$ cat config.mk
export PLATFORM = sky130hd
export DESIGN_NAME = cp0_exc_unit_flat
export DESIGN_NICKNAME = d
export VERILOG_FILES = /design/src/rtl/cp0_pkg.sv /design/src/rtl/cp0_exc_unit_if.sv /design/src/rtl/sync2.sv /design/src/rtl/cp0_exc_unit.sv /design/src/flat_wrapper.sv
export SDC_FILE = /design/constraint.sdc
export NUM_CORES = 1
export LEC_CHECK = 0
export BUFFER_PORTS_ARGS = -buffer_cell sky130_fd_sc_hd__buf_2
export CORE_MARGIN = 1.5
export CORE_UTILIZATION = 42
export CTS_CLUSTER_DIAMETER = 200
export DETAILED_ROUTE_END_ITERATION = 8
export GPL_TIMING_DRIVEN = 0
export PLACE_DENSITY_LB_ADDON = 0.12
export SKIP_LAST_GASP = 1
export SYNTH_ARGS = -nofsm -noshare
export SYNTH_HDL_FRONTEND = slang
export SYNTH_SLANG_ARGS = --single-unit
$ cat constraint.sdc
create_clock -name clk -period 1.9 [get_ports clk]
set_clock_uncertainty 0.15 [all_clocks]
set_input_delay 0.19 -clock clk [delete_from_list [all_inputs] [get_ports clk]]
set_output_delay 0.19 -clock clk [all_outputs]
set_load 0.1 [all_outputs]
$ cat src/rtl/cp0_pkg.sv
// Shared constants and types for the CP0 exception responder.
// Cause codes, C0 selects, Status bit positions and FSM states.
package cp0_pkg;

    localparam logic [2:0] EXC_NONE = 3'd0;
    localparam logic [2:0] EXC_OVF  = 3'd1;
    localparam logic [2:0] EXC_PRIV = 3'd2;
    localparam logic [2:0] EXC_ILL  = 3'd3;
    localparam logic [2:0] EXC_IRQ  = 3'd4;

    localparam logic [1:0] SEL_STATUS = 2'd0;
    localparam logic [1:0] SEL_CAUSE  = 2'd1;
    localparam logic [1:0] SEL_EPC    = 2'd2;
    localparam logic [1:0] SEL_RSVD   = 2'd3;

    localparam int ST_IE  = 0;
    localparam int ST_UM  = 1;
    localparam int ST_PUM = 2;
    localparam int ST_PIE = 3;

    typedef enum logic [1:0] {
        S_RUN    = 2'd0,
        S_ENTER  = 2'd1,
        S_RETURN = 2'd2
    } cp0_state_t;

endpackage

$ cat src/rtl/cp0_exc_unit_if.sv
// Decoder <-> CP0 bundle: exception strobes in, C0 read data and
// PC redirect back out.
interface cp0_exc_unit_if #(
    parameter int W = 32
);

    logic         instr_valid;
    logic [W-1:0] pc;
    logic         cause_write;
    logic [2:0]   int_cause;
    logic         exit_kernel;
    logic         write_c0;
    logic [1:0]   c0_sel;
    logic [W-1:0] c0_wdata;
    logic [W-1:0] c0_rdata;
    logic         kernel_mode;
    logic         redirect;
    logic [W-1:0] redirect_pc;

    modport master (
        output instr_valid, pc, cause_write, int_cause,
        output exit_kernel, write_c0, c0_sel, c0_wdata,
        input  c0_rdata, kernel_mode, redirect, redirect_pc
    );

    modport slave (
        input  instr_valid, pc, cause_write, int_cause,
        input  exit_kernel, write_c0, c0_sel, c0_wdata,
        output c0_rdata, kernel_mode, redirect, redirect_pc
    );

endinterface

$ cat src/rtl/sync2.sv
// Two-flop synchronizer for the asynchronous external interrupt level.
module sync2 (
    input  logic clk,
    input  logic reset_n,
    input  logic d,
    output logic q
);

    logic s1_q;
    logic s2_q;
    logic s1_d;
    logic s2_d;

    always_comb begin
        s1_d = d;
        s2_d = s1_q;
    end

    always_ff @(posedge clk or negedge reset_n) begin
        if (!reset_n) begin
            s1_q <= 1'b0;
            s2_q <= 1'b0;
        end else begin
            s1_q <= s1_d;
            s2_q <= s2_d;
        end
    end

    assign q = s2_q;

endmodule

$ cat src/rtl/cp0_exc_unit.sv
// CP0 exception responder: Status/Cause/EPC, exception entry, exk
// return and a one-cycle PC redirect.
module cp0_exc_unit
    import cp0_pkg::*;
#(
    parameter int           W      = 32,
    parameter logic [W-1:0] VECTOR = 32'h0000_0180
) (
    input  logic          clk,
    input  logic          reset_n,
    input  logic          ext_irq,
    cp0_exc_unit_if.slave bus
);

    logic irq_sync;

    sync2 u_sync2 (
        .clk     (clk),
        .reset_n (reset_n),
        .d       (ext_irq),
        .q       (irq_sync)
    );

    cp0_state_t   state_q, state_d;
    logic [3:0]   status_q, status_d;
    logic [2:0]   cause_q, cause_d;
    logic [W-1:0] epc_q, epc_d;

    logic um;
    logic ie;
    logic go;
    logic do_exc;
    logic do_irq;
    logic do_entry;
    logic do_exit;
    logic do_wr;

    assign um       = status_q[ST_UM];
    assign ie       = status_q[ST_IE];
    assign go       = (state_q == S_RUN) & bus.instr_valid;
    assign do_exc   = go & bus.cause_write;
    assign do_irq   = go & ~bus.cause_write & irq_sync & ie;
    assign do_entry = do_exc | do_irq;
    assign do_exit  = go & ~do_entry & bus.exit_kernel & ~um;
    assign do_wr    = go & ~do_entry & ~do_exit & bus.write_c0 & ~um;

    always_comb begin
        state_d  = S_RUN;
        status_d = status_q;
        cause_d  = cause_q;
        epc_d    = epc_q;
        if (do_entry) begin
            state_d = S_ENTER;
            cause_d = do_exc ? bus.int_cause : EXC_IRQ;
            // kernel-mode faults keep the original user return address
            if (do_irq | um) begin
                epc_d = bus.pc;
            end
            status_d = {ie, um, 1'b0, 1'b0};
        end else if (do_exit) begin
            state_d         = S_RETURN;
            status_d[ST_UM] = status_q[ST_PUM];
            status_d[ST_IE] = status_q[ST_PIE];
        end else if (do_wr) begin
            case (bus.c0_sel)
                SEL_STATUS: status_d = bus.c0_wdata[3:0];
                SEL_CAUSE:  cause_d  = bus.c0_wdata[2:0];
                SEL_EPC:    epc_d    = bus.c0_wdata;
                default:    ;
            endcase
        end
    end

    always_ff @(posedge clk or negedge reset_n) begin
        if (!reset_n) begin
            state_q  <= S_RUN;
            status_q <= '0;
            cause_q  <= '0;
            epc_q    <= '0;
        end else begin
            state_q  <= state_d;
            status_q <= status_d;
            cause_q  <= cause_d;
            epc_q    <= epc_d;
        end
    end

    always_comb begin
        bus.c0_rdata = '0;
        case (bus.c0_sel)
            SEL_STATUS: bus.c0_rdata = {{(W-4){1'b0}}, status_q};
            SEL_CAUSE:  bus.c0_rdata = {{(W-3){1'b0}}, cause_q};
            SEL_EPC:    bus.c0_rdata = epc_q;
            default:    bus.c0_rdata = '0;
        endcase
    end

    always_comb begin
        bus.redirect_pc = '0;
        case (state_q)
            S_ENTER:  bus.redirect_pc = VECTOR;
            S_RETURN: bus.redirect_pc = epc_q;
            default:  bus.redirect_pc = '0;
        endcase
    end

    assign bus.redirect    = (state_q != S_RUN);
    assign bus.kernel_mode = um;

endmodule

$ cat src/flat_wrapper.sv
// flat-port wrapper written by rule: the top's interface ports become plain ports
module cp0_exc_unit_flat import cp0_pkg::*;
#(
    parameter int           W      = 32,
    parameter logic [W-1:0] VECTOR = 32'h0000_0180
)
  (clk, reset_n, ext_irq, bus_instr_valid, bus_pc, bus_cause_write, bus_int_cause, bus_exit_kernel, bus_write_c0, bus_c0_sel, bus_c0_wdata, bus_c0_rdata, bus_kernel_mode, bus_redirect, bus_redirect_pc);
  cp0_exc_unit_if #(.W(W)) bus_i ();
  input  logic clk;
  input  logic reset_n;
  input  logic ext_irq;
  input wire logic [$bits(bus_i.instr_valid)-1:0] bus_instr_valid;
  input wire logic [$bits(bus_i.pc)-1:0] bus_pc;
  input wire logic [$bits(bus_i.cause_write)-1:0] bus_cause_write;
  input wire logic [$bits(bus_i.int_cause)-1:0] bus_int_cause;
  input wire logic [$bits(bus_i.exit_kernel)-1:0] bus_exit_kernel;
  input wire logic [$bits(bus_i.write_c0)-1:0] bus_write_c0;
  input wire logic [$bits(bus_i.c0_sel)-1:0] bus_c0_sel;
  input wire logic [$bits(bus_i.c0_wdata)-1:0] bus_c0_wdata;
  output wire logic [$bits(bus_i.c0_rdata)-1:0] bus_c0_rdata;
  output wire logic [$bits(bus_i.kernel_mode)-1:0] bus_kernel_mode;
  output wire logic [$bits(bus_i.redirect)-1:0] bus_redirect;
  output wire logic [$bits(bus_i.redirect_pc)-1:0] bus_redirect_pc;
  assign bus_i.instr_valid = bus_instr_valid;
  assign bus_i.pc = bus_pc;
  assign bus_i.cause_write = bus_cause_write;
  assign bus_i.int_cause = bus_int_cause;
  assign bus_i.exit_kernel = bus_exit_kernel;
  assign bus_i.write_c0 = bus_write_c0;
  assign bus_i.c0_sel = bus_c0_sel;
  assign bus_i.c0_wdata = bus_c0_wdata;
  assign bus_c0_rdata = bus_i.c0_rdata;
  assign bus_kernel_mode = bus_i.kernel_mode;
  assign bus_redirect = bus_i.redirect;
  assign bus_redirect_pc = bus_i.redirect_pc;
  cp0_exc_unit #(.W(W), .VECTOR(VECTOR)) u_core (.clk(clk), .reset_n(reset_n), .ext_irq(ext_irq), .bus(bus_i));
endmodule
# Yosys cells after proc, flatten, opt, wreduce, memory -nomap -nowiden
# Cells that the tools add are included.
dict set report word_totals {
  output_inout_bits 66
  in_bits 76
  register_bits 43
  wordCells 62
}
dict set report op_classes {
  mux 19
  bitwise 17
  n_reduce_logical 13
  n_eq_ne 6
}
# cell count
set ops {}
lappend ops {{$mux 32} 5}
lappend ops {{$pmux 32 s3} 1}
lappend ops {{$pmux 32 s2} 1}
lappend ops {{$mux 3} 5}
lappend ops {{$mux 4} 3}
lappend ops {{$and 1x1->1} 11}
lappend ops {{$reduce_bool 2->1} 5}
lappend ops {{$mux 2} 4}
lappend ops {{$reduce_and 3->1} 2}
lappend ops {{$reduce_bool 3->1} 2}
lappend ops {{$eq 2x1->1 const B} 2}
lappend ops {{$eq 2x2->1 const B} 2}
lappend ops {{$logic_not 2->1} 2}
lappend ops {{$not 1->1} 4}
lappend ops {{$reduce_and 4->1} 1}
lappend ops {{$ne 2x1->1 const B} 1}
lappend ops {{$ne 2x2->1 const B} 1}
lappend ops {{$or 1x1->1} 2}
lappend ops {{$reduce_and 2->1} 1}

# Depth between registers and ports, before layout
dict set report logic_depth {
  ltp_word 17
  mapped_depth 8
  ltp_nobuf 6
}

# Cells and area by module
# From an unflattened synthesis, not the netlist that was laid out.
dict set report unflattened {
  hier_cells 244
  hier_area_um2 2693.8
}
# module seq_area_each_um2 area_each_um2 cells_per_inst n_inst
set modules_own_cells {}
lappend modules_own_cells {cp0_exc_unit 1026.0 2643.8 242 1}
lappend modules_own_cells {sync2 50.0 50.0 2 1}

# Worst setup path before layout
# No wires, ideal clock.
dict set report synth_timing {
  path_kind {register -> output}
  startpoint {reg u_core.status_q[1]}
  endpoint {out bus_c0_rdata[1]}
  t_required_ns 1.560
  path_stages_with_launch 3
  arrival_time_ns 3.262
  n_path_buf 0
  path_slack_ns -1.702
  path_cell_list {dfrtp_1 mux2i_1 o21ai_0}
}
dict set report synth_between {
  elab_chain_cells 1
}
# element line
set synth_lines {}
lappend synth_lines {{start: declaration} cp0_exc_unit.sv:25} ;# logic [3:0] status_q, status_d;
lappend synth_lines {{start signal: assignment} cp0_exc_unit.sv:82} ;# status_q <= status_d;
lappend synth_lines {{$pmux 32 s3} cp0_exc_unit.sv:90} ;# case (bus.c0_sel)
lappend synth_lines {{end: declaration} flat_wrapper.sv:20} ;# output wire logic [$bits(bus_i.c0_rdata)-1:0] bus_c0_rdata;
# Every way passes these cells.

# Worst setup path after layout
dict set report layout_timing {
  startpoint {reg u_core.state_q[0]}
  endpoint {reg u_core.epc_q[20]}
}
dict set report layout_between {
  elab_chain_cells 16
  word_cells_on_any_way 22
  classes_between {eq/ne: 2; mux: 1; bitwise: 15; reduce/logical: 4}
}
# element line
set layout_lines {}
lappend layout_lines {{start: declaration} cp0_exc_unit.sv:24} ;# cp0_state_t state_q, state_d;
lappend layout_lines {{start signal: assignment} cp0_exc_unit.sv:81} ;# state_q <= state_d;
lappend layout_lines {{$logic_not 2->1 (*)} cp0_exc_unit.sv:40} ;# assign go = (state_q == S_RUN) & bus.instr_valid;
lappend layout_lines {{$and 1x1->1 (*)} cp0_exc_unit.sv:40}
lappend layout_lines {{$and 1x1->1 (3 in series)} cp0_exc_unit.sv:42} ;# assign do_irq = go & ~bus.cause_write & irq_sync & ie;
lappend layout_lines {{$or 1x1->1} cp0_exc_unit.sv:43} ;# assign do_entry = do_exc | do_irq;
lappend layout_lines {{$not 1->1} {cp0_exc_unit.sv:44, cp0_exc_unit.sv:45}}
lappend layout_lines {{$and 1x1->1} {cp0_exc_unit.sv:44, cp0_exc_unit.sv:45}}
lappend layout_lines {{$and 1x1->1 (2 in series)} cp0_exc_unit.sv:44} ;# assign do_exit = go & ~do_entry & bus.exit_kernel & ~um;
lappend layout_lines {{$not 1->1} cp0_exc_unit.sv:45} ;# assign do_wr = go & ~do_entry & ~do_exit & bus.write_c0 & ~um;
lappend layout_lines {{$and 1x1->1 (3 in series)} cp0_exc_unit.sv:45}
lappend layout_lines {{$reduce_bool 2->1 (no line)} -}
lappend layout_lines {{$reduce_and 4->1 (no line)} -}
lappend layout_lines {{end signal: assignment} cp0_exc_unit.sv:84} ;# epc_q <= epc_d;
lappend layout_lines {{end: declaration} cp0_exc_unit.sv:27} ;# logic [W-1:0] epc_q, epc_d;
# Mark *: on every way between the ends. The rest lies on a longest branch, timed or not.
# A chain may end at the register's enable or synchronous reset.

==> metrics.csv <==
metric,value,unit
row count,29,
CTS tree,built,
Slew Limit Headroom,0.361,
Mapped Cells,241,
clk buf depth,2,
worst setup margin,-101,ps
Root Buffer,clkbuf_8,
Static Leakage,2.37,nW
Initial Utilization,0.437,
fin util,0.739,
share of the synthesized area in the top cell type,0.386,
register bit total from synthesis,43,
pre-CTS setup slack,-519,ps
Worst Setup Path Type,reg2reg,
Worst EP required,1930,ps
Mapped Area,2790,sq um
first-pass GRT wire length,13000,um
Max stage delay on crit path,400,ps
count of cell types in the netlist,29,
Clock Sinks,43,
cell depth of the worst flop-to-flop path,8,
number of vias per cell,4.92,
vias in the first global route,2574,
cell with the most instances after synthesis,and2_1,
critical path's most frequent cell,mux2_4,
RePlAce Congestion,0.792,
run status,"complete, but fails checks",
crit path cell chain,inv_2 > ha_4 > nand2_8 > nor2_4 > buf_8 > buf_12 > mux2_4 > mux2_4,
Die ar.,7140,sq um
Overflow after GRT,0,
Worst-path clk slew,80,ps
f_max,500,MHz
Post-synth ARST share,1.00,
Max Cap Viol,0,
CP Capture Type,register,
final net count,488,
design area,4720,sq um
violated checks,setup timing,
H-Tree Depth,2,
core box area,6390,sq um
pin count of the biggest net entering global routing,44,
yosys warns,0,
Worst EP arrival,2030,ps
# diodes,0,
Synth top cells by count,"and2_1 (58), dfrtp_1 (43), mux2_2 (34), mux2_4 (30)",
Hold Path Depth,3,
Starting DRT DRC Count,36,
Slew @ Worst Pin,959,ps
Die Span X,84.5,um
post-DP HPWL,5400,um
syn_area_per_cell,11.6,sq um
RSZ-0062 raised after global routing,true,
Fin. Hold Viols,0,
DRC errors left,0,
layout overhead on the synthesized area,69.3,%
"top cells by area, synth","dfrtp_1 (39%), mux2_4 (16%), mux2_2 (14%)",
clock buffers created by TritonCTS,5,
setup_tns,-2590,ps
Critical Path Start,u_core.state_q[0]$_DFF_PN0_,
Final Max Slew Viols,0,
Routed wire per std cell,16.6,um
Tot GR Track Use,0.230,
pwr dens,837,nW/um^2
cell taking the most area after synthesis,dfrtp_1,
fin crit share,1.05,
"Top FF cell, synth",dfrtp_1,
worst-path fanout max,8,
worst min path class,in2reg,
Antenna Violating Nets Remaining,0,
CP max stage cell,dfrtp_1,
VDD IR-drop max,545,uV
syn nets,320,
final setup violation count,65,
insertion delay to the later sink of the worst-skew pair,290,ps
Die Y-Extent,84.5,um
worst min-delay path startpoint,bus_c0_wdata[1],
Ports,142,
DP Area,3700,sq um
input/output buffers,140,
layout cells sized above 1,0.793,
critical path startpoint category,register,
WL final,8100,um
DR vias,2398,
sequential share of the synthesized area,0.386,
"EDFF count, synth",0,
min cycle time layout,2000,ps
drt pass-1 iters,4,
initial antenna violation count,0,
worst r2r src,u_core.state_q[0]$_DFF_PN0_,
## state kept, by name, indices dropped and copies added, names as in the netlist
register and flops:
u_core.cause_q 3, u_core.u_sync2.q 1, u_core.epc_q 32, u_core.state_q 2, u_core.status_q 4, u_core.u_sync2.s1_q 1
## repair_timing
action,4_1_cts,5_1_grt
endpoints found under the hold margin,44,0
gates cloned,3,0
resized for setup,173,31
pin swaps,6,6
setup buffers,16,1
setup endpoints to repair,95,80
hold buffers,2,0
## worst max-delay path, delay by kind of cell (launching register included)
kind | cells | cell delay [ps]
and+or+nand+nor | 2 | 240
buffers and inverters | 3 | 360
muxes | 2 | 580
adders and majority gates | 1 | 170
DFF | 1 | 400
## stage by stage
step                      power (mW)  instances  hold WS [ps]
after floorplan                 2.75        241          -256
after global placement          3.05        458           160
after detailed placement        3.08        458           150
after CTS                       3.92        487          16.8
after global routing            4.13        487          48.5
final                           3.95        487          20.4
## where the power goes
part,total (mW),switching [mW],internal [mW]
Clock,0.612,0.318,0.294
Combinational,1.99,1.19,0.802
Sequential,1.35,0.183,1.16
Total,3.95,1.69,2.26
## layout by cell type (no fill, tap or decap), drive strengths merged
master,netlist,layout
a21oi,3,3
nor2b,3,3
buf,8,168
mux2i,7,7
and2b,1,1
ha,3,3
and2,58,58
mux2,65,65
inv,8,8
o22ai,1,1
a221oi,1,1
nor2,6,6
clkinv,0,1
nand3,2,2
nand2,8,8
dlygate4sd3,0,2
dfrtp,43,43
or4b,1,1
nor3,1,1
a21bo,2,2
a221o,1,1
and4b,1,1
o21ai,12,12
clkbuf,6,12
## layout make-up
class | instances | area (sq um)
buffer | 14 | 184
clock buffer | 7 | 86.3
clock inverter | 1 | 5.00
fill | 453 | 1670
inverter | 8 | 30.0
multi-input combinational | 176 | 1800
sequential | 43 | 1080
tap | 77 | 96.3
timing repair buffer | 161 | 1440
## layer usage
| layer | track usage | vias up | wire (um) |
|---|---|---|---|
| met5 | 0 | - | 0 |
| met4 | 0.0308 | 0 | 43 |
| met3 | 0.0482 | 4 | 445 |
| met2 | 0.417 | 88 | 4190 |
| met1 | 0.292 | 1144 | 3420 |
| li1 | - | 1162 | - |
## worst paths after layout
path                                                  end  slack [ps]
hold reg to reg                u_core.u_sync2.q$_DFF_PN0_         210
max in group asynchronous  u_core.status_q[1]$_DFFE_PN0P_         460
setup / recovery             u_core.epc_q[20]$_DFFE_PN0P_        -100
min in group asynchronous     u_core.epc_q[8]$_DFFE_PN0P_         440
hold / removal             u_core.status_q[1]$_DFFE_PN0P_          20
setup reg to reg             u_core.epc_q[20]$_DFFE_PN0P_        -100
## cell families after synthesis
| kind of cell | count (synthesis) | synth area share |
|---|---|---|
| simple gates | 81 | 0.180 |
| flops | 43 | 0.386 |
| mux | 72 | 0.328 |
| fa+ha+maj | 3 | 0.0135 |
| buf+inv | 22 | 0.0453 |
| compound gates | 20 | 0.0476 |
No activity file was read; power rests on OpenSTA's default activity.
